File: src/rtl/tpu_host_seq.sv
// Host sequencer for the tpuv1 memory-mapped port. It streams A/B into the array, optionally
// clears C, triggers the multiply, waits out the systolic run and streams C back out.
module tpu_host_seq #(
    parameter int DIM      = 8,
    parameter int BITS_AB  = 8,
    parameter int BITS_C   = 16,
    parameter int ADDRW    = 16,
    parameter int DATAW    = 64,
    parameter int WAIT_CYC = 3*DIM-1
) (
    input  logic             clk,
    input  logic             rst_n,
    input  logic             start,
    input  logic             clr_c,
    output logic             busy,
    output logic             done,
    input  logic             in_valid,
    output logic             in_ready,
    input  logic [DATAW-1:0] in_data,
    output logic             out_valid,
    input  logic             out_ready,
    output logic [DATAW-1:0] out_data,
    output logic             tpu_r_w,
    output logic [ADDRW-1:0] tpu_addr,
    output logic [DATAW-1:0] tpu_dataIn,
    input  logic [DATAW-1:0] tpu_dataOut
);
    localparam int IDXW = $clog2(DIM) + 1;
    localparam int KW   = $clog2(2*DIM) + 1;
    localparam int WCW  = $clog2(WAIT_CYC + 1);

    localparam logic [IDXW-1:0]  IDX_LAST  = IDXW'(DIM - 1);
    localparam logic [KW-1:0]    K_LAST    = KW'(2*DIM - 1);
    localparam logic [WCW-1:0]   WAIT_LAST = WCW'(WAIT_CYC);
    localparam logic [ADDRW-1:0] A_BASE    = ADDRW'(16'h0100);
    localparam logic [ADDRW-1:0] B_BASE    = ADDRW'(16'h0200);
    localparam logic [ADDRW-1:0] C_BASE    = ADDRW'(16'h0300);
    localparam logic [ADDRW-1:0] TRIG_ADDR = ADDRW'(16'h0400);

    generate
        if (DIM*BITS_AB != DATAW || DIM*BITS_C != 2*DATAW) begin : g_bad_geometry
            $error("tpu_host_seq: DIM, BITS_AB and BITS_C do not fit DATAW");
        end
    endgenerate

    typedef enum logic [2:0] {
        S_IDLE   = 3'd0,
        S_LOAD_A = 3'd1,
        S_LOAD_B = 3'd2,
        S_CLR_C  = 3'd3,
        S_TRIG   = 3'd4,
        S_WAIT   = 3'd5,
        S_READ_C = 3'd6,
        S_FLUSH  = 3'd7
    } state_t;

    state_t           r_state, w_state_next;
    logic             r_clr, w_clr_next;
    logic [IDXW-1:0]  r_idx, w_idx_next;
    logic [KW-1:0]    r_k, w_k_next;
    logic [WCW-1:0]   r_wait, w_wait_next;
    logic             r_tpu_r_w, w_tpu_r_w_next;
    logic [ADDRW-1:0] r_tpu_addr, w_tpu_addr_next;
    logic [DATAW-1:0] r_tpu_data, w_tpu_data_next;
    logic             r_out_valid, w_out_valid_next;
    logic [DATAW-1:0] r_out_data, w_out_data_next;
    logic             r_done, w_done_next;

    logic             w_in_hs;
    logic             w_out_take;
    logic [KW-1:0]    w_k_inc;

    assign in_ready   = (r_state == S_LOAD_A) || (r_state == S_LOAD_B);
    assign w_in_hs    = in_valid && in_ready;
    // A new C word may be captured whenever the output register is empty or being drained.
    assign w_out_take = !r_out_valid || out_ready;
    assign w_k_inc    = r_k + KW'(1);

    always_comb begin
        w_state_next     = r_state;
        w_clr_next       = r_clr;
        w_idx_next       = r_idx;
        w_k_next         = r_k;
        w_wait_next      = r_wait;
        w_tpu_r_w_next   = 1'b0;
        w_tpu_addr_next  = '0;
        w_tpu_data_next  = '0;
        w_out_valid_next = r_out_valid && !out_ready;
        w_out_data_next  = r_out_data;
        w_done_next      = 1'b0;
        case (r_state)
            S_IDLE: begin
                if (start) begin
                    w_clr_next   = clr_c;
                    w_idx_next   = '0;
                    w_state_next = S_LOAD_A;
                end
            end
            S_LOAD_A, S_LOAD_B: begin
                if (w_in_hs) begin
                    w_tpu_r_w_next  = 1'b1;
                    w_tpu_addr_next = ((r_state == S_LOAD_A) ? A_BASE : B_BASE)
                                      + ADDRW'({r_idx, 3'b000});
                    w_tpu_data_next = in_data;
                    if (r_idx == IDX_LAST) begin
                        w_idx_next = '0;
                        w_k_next   = '0;
                        if (r_state == S_LOAD_A) begin
                            w_state_next = S_LOAD_B;
                        end else begin
                            w_state_next = r_clr ? S_CLR_C : S_TRIG;
                        end
                    end else begin
                        w_idx_next = r_idx + IDXW'(1);
                    end
                end
            end
            S_CLR_C: begin
                // Clear words share the C read map: word k sits at C_BASE + 8k.
                w_tpu_r_w_next  = 1'b1;
                w_tpu_addr_next = C_BASE + ADDRW'({r_k, 3'b000});
                if (r_k == K_LAST) begin
                    w_k_next     = '0;
                    w_state_next = S_TRIG;
                end else begin
                    w_k_next = w_k_inc;
                end
            end
            S_TRIG: begin
                w_tpu_r_w_next  = 1'b1;
                w_tpu_addr_next = TRIG_ADDR;
                w_wait_next     = '0;
                w_state_next    = S_WAIT;
            end
            S_WAIT: begin
                if (r_wait == WAIT_LAST) begin
                    w_k_next        = '0;
                    w_tpu_addr_next = C_BASE;
                    w_state_next    = S_READ_C;
                end else begin
                    w_wait_next = r_wait + WCW'(1);
                end
            end
            S_READ_C: begin
                w_tpu_addr_next = r_tpu_addr;
                if (w_out_take) begin
                    w_out_data_next  = tpu_dataOut;
                    w_out_valid_next = 1'b1;
                    if (r_k == K_LAST) begin
                        w_tpu_addr_next = '0;
                        w_state_next    = S_FLUSH;
                    end else begin
                        w_k_next        = w_k_inc;
                        w_tpu_addr_next = C_BASE + ADDRW'({w_k_inc, 3'b000});
                    end
                end
            end
            S_FLUSH: begin
                // done is registered, so it shows in the cycle after the last handshake, still in FLUSH.
                if (r_out_valid && out_ready) begin
                    w_done_next = 1'b1;
                end
                if (!r_out_valid) begin
                    w_state_next = S_IDLE;
                end
            end
            default: begin
                w_state_next = S_IDLE;
            end
        endcase
    end

    always_ff @(posedge clk or negedge rst_n) begin
        if (!rst_n) begin
            r_state     <= S_IDLE;
            r_clr       <= 1'b0;
            r_idx       <= '0;
            r_k         <= '0;
            r_wait      <= '0;
            r_tpu_r_w   <= 1'b0;
            r_tpu_addr  <= '0;
            r_tpu_data  <= '0;
            r_out_valid <= 1'b0;
            r_out_data  <= '0;
            r_done      <= 1'b0;
        end else begin
            r_state     <= w_state_next;
            r_clr       <= w_clr_next;
            r_idx       <= w_idx_next;
            r_k         <= w_k_next;
            r_wait      <= w_wait_next;
            r_tpu_r_w   <= w_tpu_r_w_next;
            r_tpu_addr  <= w_tpu_addr_next;
            r_tpu_data  <= w_tpu_data_next;
            r_out_valid <= w_out_valid_next;
            r_out_data  <= w_out_data_next;
            r_done      <= w_done_next;
        end
    end

    assign busy       = (r_state != S_IDLE);
    assign done       = r_done;
    assign out_valid  = r_out_valid;
    assign out_data   = r_out_data;
    assign tpu_r_w    = r_tpu_r_w;
    assign tpu_addr   = r_tpu_addr;
    assign tpu_dataIn = r_tpu_data;

endmodule

File: config.mk
export PLATFORM = sky130hd
export DESIGN_NAME = tpu_host_seq
export DESIGN_NICKNAME = d
export VERILOG_FILES = /design/src/rtl/tpu_host_seq.sv
export SDC_FILE = /design/constraint.sdc
export NUM_CORES = 1
export LEC_CHECK = 0
export CORE_ASPECT_RATIO = 0.75
export CORE_UTILIZATION = 55
export DETAILED_ROUTE_END_ITERATION = 10
export DONT_BUFFER_PORTS = 1
export PLACE_DENSITY = 0.73
export SETUP_SLACK_MARGIN = 0.02
export SLEW_MARGIN = 10
export SYNTH_ARGS = -nofsm -noshare
export SYNTH_HDL_FRONTEND = slang
export SYNTH_SLANG_ARGS = --single-unit
export TNS_END_PERCENT = 1
File: constraint.sdc
create_clock -name clk -period 7.9 [get_ports clk]
set_input_delay 1.185 -clock clk [delete_from_list [all_inputs] [get_ports clk]]
set_output_delay 1.185 -clock clk [all_outputs]
set_load 0.01 [all_outputs]
### After elaboration in Yosys (flattened, before gate mapping)

Index checks and enable logic that the tools add are counted.

| word-level totals | value |
|---|---|
| flip-flop bits (word level) | 165 |
| input port bits | 134 |
| word-level logic and storage cells | 95 |

| operators by class | value |
|---|---|
| $add $sub $neg | 6 |
| equality and inequality tests | 20 |
| muxes and demuxes | 38 |
| reductions and logical operators | 20 |

Operators by type and width:

| kind | count |
|---|---|
| $mux 64 | 2 |
| $pmux 16 s5 | 1 |
| $mux 5 | 7 |
| $mux 3 | 10 |
| $add 10x8->11 const A | 2 |
| $mux 11 | 2 |
| $pmux 3 s7 | 1 |
| $mux 10 | 2 |
| $ne 2x2->1 const B | 10 |
| $pmux 5 s4 | 1 |
| $mux 16 | 1 |
| $eq 3x3->1 const B | 4 |
| $mux 4 | 3 |
| $add 10x7->11 | 1 |
| $add 5x1->5 const B | 2 |
| $pmux 5 s2 | 1 |
| $pmux 4 s2 | 1 |
| $reduce_and 8->1 | 1 |
| $eq 3x2->1 const B | 2 |
| $reduce_and 2->1 | 3 |
| $reduce_and 6->1 | 1 |
| $eq 5x4->1 const B | 1 |
| $eq 5x5->1 const B | 1 |
| $mux 1 | 5 |
| 13 further kinds | 19 |

### Longest topological paths before layout

Gate-level depths: netlist (run 1).

| depth | value |
|---|---|
| depth in word-level cells | 5 |
| gate-level depth with buffers | 9 |
| mapped depth without buffers | 8 |

### Worst setup path after synthesis (run 1)

No wires, ideal clock.

| timing path | value |
|---|---|
| kind | input to register |
| start | input in_valid |
| end | register r_k[3] |
| arrival | 2.495 ns |
| required time | 7.835 ns |
| slack | 5.340 ns |
| stages on the path | 6 |
| path buffers | 1 |
| path through | nand4b_4 nor3b_1 or4_4 buf_6 or4_1 nand2_1 |

| on the way | value |
|---|---|
| longest elaborated chain between the ends | 3 |

RTL lines:

| element | line | RTL |
|---|---|---|
| from (decl) | 17 | `input logic in_valid,` |
| $logic_and 1x1->1 | 74 | `assign w_in_hs = in_valid && in_ready;` |
| $ne 2x2->1 (no source line) | -- |  |
| $reduce_and 6->1 (no source line) | -- |  |
| to (signal assigned) | 190 | `r_k <= w_k_next;` |
| to (decl) | 60 | `logic [KW-1:0] r_k, w_k_next;` |

Every way passes these cells.
A chain may end at the register's enable or synchronous reset.

### Worst setup path after layout (run 1)

| timing path | value |
|---|---|
| start | register r_state[1] |
| end | output in_ready |

| on the way | value |
|---|---|
| longest elaborated chain between the ends | 2 |
| elaborated cells between the ends (all ways) | 3 |

RTL lines:

| element | line | RTL |
|---|---|---|
| from (decl) | 57 | `state_t r_state, w_state_next;` |
| from (signal assigned) | 187 | `r_state <= w_state_next;` |
| $eq 3x1->1 / $eq 3x2->1 (equally long branches) | 73 | `assign in_ready = (r_state == S_LOAD_A) \|\| (r_state == S_LOAD_B);` |
| $logic_or 1x1->1 * | 73 |  |
| to (decl) | 18 | `output logic in_ready,` |

Mark *: on every way between the ends. The rest lies on a longest branch, timed or not.

==> metrics.csv, run 1 <==
stage,metric,value,unit
clock_tree,root buffer cell,clkbuf_16,
synth,top post-synthesis cells by count,"dfrtp_1 (157), mux2_2 (66), and3_1 (65)",
floorplanning,Initial Utilization,56.9,%
placed_design,Port Buffers,0,
floorplanning,die area,11800,µm²
power_and_ir_drop,Sequential Power Share,48.9,%
global_route,largest net degree at the start of global routing,158,
global_route,first-pass GRT wire length,19800,µm
clock_tree,cts hold-fix bufs,0,
final_layout,Ant. Diodes,0,
synth,synth top area cells,"dfrtp_1 (63%), mux2_2 (12%), and3_1 (6.5%)",
final_layout,synth-to-layout area growth,10.6,%
clock_tree,clock slew at reported path FFs,60,ps
timing,Slew Limit Fails,0,
global_route,initial antenna violation count,0,
critical_path,crit path kind,reg2out,
final_layout,final core utilization,62.9,%
critical_path,reg-to-reg critical path startpoint,r_k[0],
clock_tree,CTS Sinks,157,
synth,Synth top area share,62.6,%
route,vias after detailed routing,3744,
outcome,failing checks,design-rule violations,
timing,count of final hold-check violations,0,
clock_tree,clock tree from TritonCTS,built,
placed_design,DP Worst Slack,4950,ps
synth,ys flop type,dfrtp_1,
synth,most common cell in the netlist,dfrtp_1,
outcome,status,"complete, but fails checks",
synth,synthesized area per cell,13.0,µm²
power_and_ir_drop,leakage,0.00337,µW
final_layout,share of cells above drive strength 1,22.6,%
flow_run,Max-cap violations,0,
route,Total Wirelength,13400,µm
route,drt pass-1 iters,9,
hold_path,Hold/Removal Path Class,in2async,
timing,Slew @ Worst Pin,887,ps
synth,Synth area leader,dfrtp_1,
final_layout,Final Cell Area,6940,µm²
critical_path,Critical R2R Capture,r_k[3],
clock_tree,cts repair resizes,0,
route,Iteration-0 DRC Markers,287,
route,Via density,5.98,
synth,synthesis-stage register bit count,157,
floorplanning,die height,94.5,µm
timing,Period minus WS final,3430,ps
critical_path,Critical Path Sink Type,primary output,
power_and_ir_drop,Comb power frac,21.7,%
synth,Mapped Cells,484,
timing,worst relative slew slack,40.9,%
global_route,number of global-route vias before repair,3634,
timing,RSZ-0062 raised after global routing,false,
clock_tree,clk buf depth,2,
critical_path,max incr delay on CP,920,ps
synth,"EDFF count, synth",0,
floorplanning,IO Count,283,
synth,sequential-to-total area share from yosys stat,62.6,%
placed_design,placement-stage cell area,6290,µm²
critical_path,Worst R2R Path Depth,8,
critical_path,slowest CP cell,dfrtp_1,
timing,worst clock skew,8.04,ps
floorplanning,row count,33,
power_and_ir_drop,clock share of power,29.3,%
route,drc violations,17,
clock_tree,# Post-CTS Setup Buffers,0,
global_route,Tot GR Track Use,22.4,%
timing,final period utilization,43.4,%
timing,PnR worst setup slack,4470,ps
floorplanning,die span in x,125,µm
critical_path,Worst Setup SP,r_state[1],
timing,Setup TNS,0,ps
power_and_ir_drop,switching share of power,33.3,%
timing,fmax,292,MHz
critical_path,CP Launch Type,flop,
power_and_ir_drop,Int Power,2000,µW
synth,Mapped Area,6270,µm²
timing,Hold Slack,474,ps
global_route,residual overflow from global routing,0,
clock_tree,H-tree depth,4,
route,ANT nets after route,0,
synth,"FFs w/ async S/R, synth",100,%
synth,Synth Warn #,0,
power_and_ir_drop,PD cells,432,nW/µm²
critical_path,Arrival @ worst endpoint,2240,ps
power_and_ir_drop,peak supply drop,0.210,mV
placed_design,GP Congestion,0.864,
clock_tree,cts bufs inserted,17,
synth,library cells used by synthesis,52,
critical_path,critical-path maximum fanout,68,
critical_path,Setup crit end,in_ready,
clock_tree,clk_lat worst skew,400,ps
critical_path,CP Cell Sequence,"nand2b_1, a21oi_4, buf_4",
power_and_ir_drop,Net Switching,1000,µW
final_layout,Nets,614,
placed_design,Final HPWL DP,9340,µm
route,wire per inst,21.3,µm
critical_path,required time of the critical path,6710,ps
timing,final-report setup violation count,0,
critical_path,"setup slack, reg-to-reg",5140,ps
floorplanning,Core Area,11000,µm²
[critical path, delay by kind of cell (launching register included)]
kind | cells | cell delay (ps)
AND/OR/NAND/NOR | 1 | 250
buffers and inverters | 1 | 460
flip-flops | 1 | 920
AO/OA/AOI/OAI | 1 | 170
[power by group through the flow]
stage	clock, µW	sequential [µW]	combinational [µW]
detailed placement	0	1480	654
CTS	896	1470	656
global route	934	1500	723
floorplan	0	1360	613
finish	880	1470	652
global placement	0	1470	615
[placed cells by master, fill, tap and decap left out, types with 3 or more instances in the layout]
cell / count
and3_1: 65
clkbuf_16: 17
ha_1: 6
mux2_2: 66
conb_1: 8
dfrtp_1: 157
o21ai_0: 21
clkbuf_1: 3
nor2_1: 8
inv_1: 8
a22oi_1: 3
nand2_1: 27
a31oi_1: 4
nand2b_1: 4
nand3_1: 4
nor3b_1: 3
nor3_1: 6
a21oi_1: 12
o211ai_1: 3
bufinv_16: 5
a22o_1: 10
nor2b_1: 4
[state kept, by name, summed over array words and instances (netlist names), 3 cells and up]
signal / cells
tpu_addr: 8
r_state: 3
r_k: 5
r_wait: 5
out_data: 64
r_idx: 4
tpu_dataIn: 64
[final cells by class]
class,count,area (µm²)
Tap cell,140,175
Fill cell,834,4090
Clock buffer,22,464
Multi-Input combinational cell,288,2140
Clock inverter,9,184
Timing Repair Buffer,2,15.0
Sequential cell,157,3930
Inverter,8,30.0
[through the flow]
step / std cells / total power (µW)
5_1_grt: 626 / 3160
2_1_floorplan: 491 / 1970
3_3_place_gp: 595 / 2090
6_report: 626 / 3000
4_1_cts: 626 / 3020
3_5_place_dp: 595 / 2130
[how the worst min path moves through the flow]
stage | from | to | slack, ps
2_1_floorplan | r_k[1] | r_k[1] | 490
3_3_place_gp | r_k[1] | r_k[1] | 510
3_5_place_dp | r_k[4] | r_k[4] | 530
4_1_cts | rst_n | out_data[24] | 450
5_1_grt | rst_n | out_data[24] | 450
6_report | rst_n | out_data[24] | 470
[metal layers]
layer  share of wire (%)  track usage (%)
met1                  38             27.1
met2                  51             36.0
met3                  11             10.4
met4                0.56             7.01
met5                   0                0
[cell families after synthesis]
logic type      Yosys count  synth area share, %
flops                   157                 62.6
buf+inv                  46                 3.97
xor+xnor                  2                0.279
simple gates            138                 13.0
other cells               1               0.0598
compound gates           67                 6.90
fa+ha+maj                 6                 1.20
mux                      67                 12.0
No activity file was read; power rests on OpenSTA's default activity.
==> run 2, diff against run 1 <==
- clock period: 7.9 -> 3.19 ns (I/O delays scaled with it)
==> run 2 against run 1 <==
  * The flow finishes with violations (design-rule violations, negative hold slack)
  * Power grew 150%
  * Utilization stayed put
  * Non-clock buffer count up 4
  * Sequential cell count unchanged
  * Via count down 0.67%
  * Sequential power up 140%
  * Count of clock-buffer cells in the layout unchanged
  * Clock skew is 1.2 ps higher
  * Worst hold slack worse by 710 ps
  * Global-route usage increased by 0.32 points
  * Routed wire length barely moved
  * Register-to-register slack got worse by 4600 ps
  * Largest power group unchanged
  * Highest routed layer unchanged
==> metrics.csv, run 2 (synthesis gave the netlist of run 1 again) <==
stage,metric,value,unit,change
outcome,status,"complete, but fails checks",,unchanged
outcome,failing checks,"design-rule violations, negative hold slack",,was design-rule violations
placed_design,DP Worst Slack,602,ps,was 4950 ps
timing,Hold Slack,-231,ps,was 474 ps
clock_tree,cts bufs inserted,17,,unchanged
timing,worst relative slew slack,45.9,%,was 40.9%
critical_path,Critical R2R Capture,r_k[3],,unchanged
power_and_ir_drop,Int Power,4870,µW,was 2000 µW
timing,RSZ-0062 raised after global routing,false,,unchanged
clock_tree,clock slew at reported path FFs,70,ps,was 60 ps
hold_path,Hold/Removal Path Class,in2async,,unchanged
global_route,first-pass GRT wire length,20000,µm,"was 19,800 µm"
timing,Slew Limit Fails,0,,unchanged
global_route,residual overflow from global routing,0,,unchanged
floorplanning,die area,11800,µm²,unchanged
clock_tree,clk_lat worst skew,400,ps,about the same
final_layout,final core utilization,62.9,%,unchanged
route,ANT nets after route,0,,unchanged
clock_tree,root buffer cell,clkbuf_16,,unchanged
floorplanning,Core Area,11000,µm²,unchanged
route,drt pass-1 iters,8,,was 9
critical_path,required time of the critical path,3530,ps,was 6710 ps
route,vias after detailed routing,3719,,"was 3,744"
timing,final period utilization,82.2,%,
power_and_ir_drop,switching share of power,33.9,%,was 33.3%
critical_path,CP Launch Type,flop,,unchanged
global_route,initial antenna violation count,0,,unchanged
critical_path,Arrival @ worst endpoint,2960,ps,was 2240 ps
floorplanning,Initial Utilization,56.9,%,unchanged
route,drc violations,17,,unchanged
flow_run,Max-cap violations,0,,unchanged
floorplanning,IO Count,283,,unchanged
final_layout,Layout Cells excl Fill,631,,was 626
placed_design,Final HPWL DP,9460,µm,was 9340 µm
route,Iteration-0 DRC Markers,251,,was 287
final_layout,share of cells above drive strength 1,23.2,%,was 22.6%
floorplanning,row count,33,,unchanged
power_and_ir_drop,PD cells,1060,nW/µm²,was 432 nW/µm²
clock_tree,H-tree depth,4,,unchanged
route,wire per inst,21.2,µm,was 21.3 µm
placed_design,Cells after DPL,599,,was 595
critical_path,Worst R2R Path Depth,8,,unchanged
final_layout,Nets,618,,was 614
timing,Setup TNS,0,ps,unchanged
placed_design,Port Buffers,0,,unchanged
clock_tree,cts repair resizes,0,,unchanged
final_layout,"commonest cells after routing, fill and taps aside","dfrtp_1 (157), mux2_2 (66), and3_1 (65)",,unchanged
power_and_ir_drop,Net Switching,2500,µW,was 1000 µW
placed_design,GP Congestion,0.881,,was 0.864
timing,Slew @ Worst Pin,807,ps,was 887 ps
timing,worst clock skew,9.20,ps,was 8.04 ps
power_and_ir_drop,peak supply drop,0.555,mV,was 0.210 mV
power_and_ir_drop,leakage,0.00338,µW,was 0.00337 µW
route,Via density,5.89,,was 5.98
final_layout,synth-to-layout area growth,10.6,%,unchanged
global_route,largest net degree at the start of global routing,158,,unchanged
critical_path,reg-to-reg critical path startpoint,r_k[0],,unchanged
clock_tree,clock tree from TritonCTS,built,,unchanged
clock_tree,# Post-CTS Setup Buffers,0,,unchanged
critical_path,critical-path maximum fanout,10,,was 68
critical_path,Critical Path Sink Type,flop,,was primary output
timing,PnR worst setup slack,567,ps,was 4470 ps
route,Total Wirelength,13400,µm,about the same
timing,count of final hold-check violations,157,,was 0
global_route,number of global-route vias before repair,3635,,"was 3,634"
final_layout,"leading cell type in the layout, fill and taps excluded",dfrtp_1,,unchanged
timing,final-report setup violation count,0,,unchanged
clock_tree,clk buf depth,2,,unchanged
final_layout,Ant. Diodes,0,,unchanged
timing,Period minus WS final,2620,ps,
power_and_ir_drop,Sequential Power Share,48.6,%,was 48.9%
power_and_ir_drop,Comb power frac,23.0,%,was 21.7%
floorplanning,die height,94.5,µm,unchanged
clock_tree,CTS Sinks,157,,unchanged
global_route,Tot GR Track Use,22.7,%,was 22.4%
timing,fmax,381,MHz,
floorplanning,die span in x,125,µm,unchanged
critical_path,"setup slack, reg-to-reg",570,ps,was 5140 ps
critical_path,crit path kind,reg2reg,,was reg2out
power_and_ir_drop,clock share of power,28.4,%,was 29.3%
## run 2: layout make-up
| class | count | area, µm² |
|---|---|---|
| Fill cell | 817 | 4090 |
| Sequential cell | 157 | 3930 |
| Multi-Input combinational cell | 288 | 2140 |
| Clock buffer | 22 | 454 |
| Tap cell | 140 | 175 |
| Clock inverter | 10 | 164 |
| Timing Repair Buffer | 6 | 45.0 |
| Inverter | 8 | 30.0 |
## run 2: power groups by stage
stage / logic [µW] / registers (µW) / clock network [µW]
floorplan: 1520 / 3370 / 0
global placement: 1610 / 3590 / 0
detailed placement: 1700 / 3610 / 0
CTS: 1700 / 3590 / 2140
global route: 1880 / 3680 / 2230
finish: 1690 / 3580 / 2100
## run 2: layer usage
metal / global-route usage [%] / wire (µm) / part of all wire, % / vias to the layer above
met1: 27.3 / 5190 / 39 / 1839
li1: - / - / - / 1685
met5: 0 / 0 / 0 / -
met3: 10.6 / 1340 / 10 / 15
met4: 8.13 / 170 / 1.3 / 0
met2: 36.2 / 6670 / 50 / 180
## run 2: worst max-delay path by stage
stage,startpoint,cells past startpoint,slack (ps),endpoint
after detailed placement,r_k[0],8,600,r_k[3]
after global placement,r_k[0],8,690,r_k[3]
after CTS,r_k[0],8,580,r_k[3]
after global routing,r_k[0],8,400,r_k[3]
final,r_k[0],8,570,r_k[3]
after floorplan,r_k[0],9,690,r_k[3]
## run 2: stage by stage
step / hold slack, ps / cell area (µm²) / total power, µW
3_5_place_dp: 186 / 6320 / 5310
2_1_floorplan: 183 / 6300 / 4890
4_1_cts: -247 / 6940 / 7420
6_report: -231 / 6940 / 7380
3_3_place_gp: 187 / 6320 / 5200
5_1_grt: -258 / 6940 / 7790
## run 2: critical path: stages, from the launching register on
cell and delay, ps:
dfrtp_1 430, ha_1 260, and3_1 230, ha_1 260, nor2_1 160, a21oi_1 90, or4_4 580, or4_1 490
nand2_1 70
==> run 3, diff against run 2 <==
- clock period: 3.19 -> 2.7 ns (I/O delays scaled with it)
==> run 3 against run 2 <==
  * The flow still finishes with violations (design-rule violations, negative hold slack)
  * Global-route usage is 0.12 points lower
  * Clock power is 28% higher
  * Critical path depth stayed put
  * Combinational power is 20% higher
  * Clock skew is 2.6 ps higher
  * Count of clock-buffer cells in the layout is 4 lower
  * Utilization is 0.69 points higher
  * Sequential share of layout area is 0.62 points lower
  * Critical path type unchanged
  * Largest power group unchanged
==> metrics.csv, run 3 (synthesis gave the netlist of run 1 again) <==
stage,metric,value,unit,change
outcome,status,"complete, but fails checks",,unchanged
outcome,failing checks,"design-rule violations, negative hold slack",,unchanged
placed_design,Port Buffers,0,,unchanged
critical_path,required time of the critical path,3050,ps,was 3530 ps
flow_run,Max-cap violations,0,,unchanged
timing,RSZ-0062 raised after global routing,false,,unchanged
power_and_ir_drop,Pwr Total,8960,µW,was 7380 µW
critical_path,reg-to-reg critical path startpoint,r_k[0],,unchanged
power_and_ir_drop,leakage,0.00341,µW,was 0.00338 µW
clock_tree,root buffer cell,clkbuf_16,,unchanged
floorplanning,row count,33,,unchanged
route,drc violations,17,,unchanged
power_and_ir_drop,Net Switching,2990,µW,was 2500 µW
route,drt pass-1 iters,8,,unchanged
route,ANT nets after route,0,,unchanged
global_route,residual overflow from global routing,0,,unchanged
route,vias after detailed routing,3741,,"was 3,719"
clock_tree,clk_lat worst skew,410,ps,was 400 ps
critical_path,critical-path maximum fanout,10,,unchanged
floorplanning,Initial Utilization,56.9,%,unchanged
placed_design,GP Congestion,0.878,,was 0.881
power_and_ir_drop,Int Power,5970,µW,was 4870 µW
timing,final period utilization,94.0,%,was 82.2%
clock_tree,cts bufs inserted,17,,unchanged
timing,fmax,394,MHz,was 381 MHz
global_route,first-pass GRT wire length,20100,µm,"was 20,000 µm"
clock_tree,clock slew at reported path FFs,70,ps,about the same
final_layout,"leading cell type in the layout, fill and taps excluded",dfrtp_1,,unchanged
timing,Period minus WS final,2540,ps,was 2620 ps
route,Via density,5.94,,was 5.89
route,wire per inst,21.4,µm,was 21.2 µm
floorplanning,IO Count,283,,unchanged
final_layout,synth-to-layout area growth,11.8,%,was 10.6%
clock_tree,clock tree from TritonCTS,built,,unchanged
placed_design,Final HPWL DP,9400,µm,was 9460 µm
timing,Slew Limit Fails,0,,unchanged
critical_path,"setup slack, reg-to-reg",160,ps,was 570 ps
critical_path,Worst Setup SP,r_k[0],,unchanged
global_route,number of global-route vias before repair,3715,,"was 3,635"
clock_tree,CTS Sinks,157,,unchanged
global_route,Tot GR Track Use,22.6,%,was 22.7%
final_layout,Nets,618,,unchanged
timing,count of final hold-check violations,157,,unchanged
power_and_ir_drop,Sequential Power Share,47.3,%,was 48.6%
critical_path,Critical Path Sink Type,flop,,unchanged
route,Total Wirelength,13500,µm,"was 13,400 µm"
timing,Hold Slack,-314,ps,was -231 ps
timing,Setup TNS,0,ps,unchanged
final_layout,Ant. Diodes,0,,unchanged
floorplanning,die area,11800,µm²,unchanged
power_and_ir_drop,switching share of power,33.4,%,was 33.9%
critical_path,crit path kind,reg2reg,,unchanged
final_layout,"commonest cells after routing, fill and taps aside","dfrtp_1 (157), mux2_2 (66), and3_1 (65)",,unchanged
global_route,largest net degree at the start of global routing,158,,unchanged
floorplanning,die height,94.5,µm,unchanged
timing,final-report setup violation count,0,,unchanged
critical_path,Critical R2R Capture,r_k[3],,unchanged
timing,Slew @ Worst Pin,608,ps,was 807 ps
power_and_ir_drop,clock share of power,30.1,%,was 28.4%
critical_path,Setup crit end,r_k[3],,unchanged
global_route,initial antenna violation count,0,,unchanged
power_and_ir_drop,Comb power frac,22.7,%,was 23.0%
final_layout,share of cells above drive strength 1,24.5,%,was 23.2%
timing,worst clock skew,11.8,ps,was 9.20 ps
hold_path,Hold/Removal Path Class,in2async,,unchanged
critical_path,Arrival @ worst endpoint,2880,ps,was 2960 ps
power_and_ir_drop,PD cells,1280,nW/µm²,was 1060 nW/µm²
critical_path,Worst R2R Path Depth,8,,unchanged
power_and_ir_drop,peak supply drop,0.497,mV,was 0.555 mV
timing,worst relative slew slack,59.5,%,was 45.9%
critical_path,CP Launch Type,flop,,unchanged
clock_tree,H-tree depth,4,,unchanged
floorplanning,die span in x,125,µm,unchanged
clock_tree,clk buf depth,2,,unchanged
route,Iteration-0 DRC Markers,239,,was 251
floorplanning,Core Area,11000,µm²,unchanged
[run 3: cell types whose count changed in the layout (fill, tap and decap cells not counted)]
cell | previous run | this run
nor2_1 | 8 | 7
ha_1 | 6 | 4
bufinv_16 | 4 | 6
clkbuf_1 | 4 | 0
clkinv_4 | 3 | 1
buf_4 | 6 | 5
ha_2 | 0 | 2
inv_8 | 0 | 1
nor2_2 | 1 | 2
buf_12 | 0 | 1
inv_6 | 0 | 2
[run 3: power groups by stage]
stage	Combinational, µW	Sequential [µW]	Clock, µW
final	2030	4240	2690
after global routing	2260	4340	2850
after CTS	2020	4240	2740
after detailed placement	2020	4270	0
after global placement	1920	4240	0
after floorplan	1790	3980	0
[run 3: how the worst min path moves through the flow]
stage	end	from	slack, ps	cells past startpoint
6_report	out_valid	rst_n	-310	0
3_3_place_gp	out_data[28]	rst_n	110	0
5_1_grt	out_valid	rst_n	-330	0
3_5_place_dp	out_data[28]	rst_n	110	0
4_1_cts	out_valid	rst_n	-330	0
2_1_floorplan	done	rst_n	110	0
[run 3: layout make-up]
| type | instances | area [µm²] |
|---|---|---|
| Fill cell | 781 | 4010 |
| Timing Repair Buffer | 6 | 57.6 |
| Tap cell | 140 | 175 |
| Inverter | 8 | 30.0 |
| Clock inverter | 13 | 235 |
| Sequential cell | 157 | 3930 |
| Multi-Input combinational cell | 288 | 2150 |
| Clock buffer | 18 | 439 |
[run 3: routing by layer]
metal  track usage (%)  routed length [µm]
met1              26.7                5180
met4              9.35                 191
met2              37.0                6720
met5                 0                   0
met3              9.29                1410
[run 3: critical path: stages (launching register included)]
cell and delay (ps):
dfrtp_1 430, ha_2 230, and3_1 210, ha_2 220, nor2_2 130, a21oi_1 80
or4_4 580, or4_1 500, nand2_1 70
[run 3: stage by stage]
step | hold WS (ps) | area, µm² | util (%) | cells | setup WS (ps)
detailed placement | 113 | 6330 | 57.5 | 599 | 117
floorplan | 109 | 6300 | - | 491 | 201
global route | -334 | 7020 | 63.6 | 630 | 45.4
CTS | -332 | 7010 | 63.6 | 630 | 67.3
global placement | 113 | 6330 | 57.5 | 599 | 187
finish | -314 | 7020 | 63.6 | 630 | 163
[run 3: repair_timing]
action / 4_1_cts / 5_1_grt
gates resized for setup: 0 / 3
setup endpoints to repair: 0 / 1
endpoints found under the hold margin: 157 / 157
setup buffers: 0 / 0
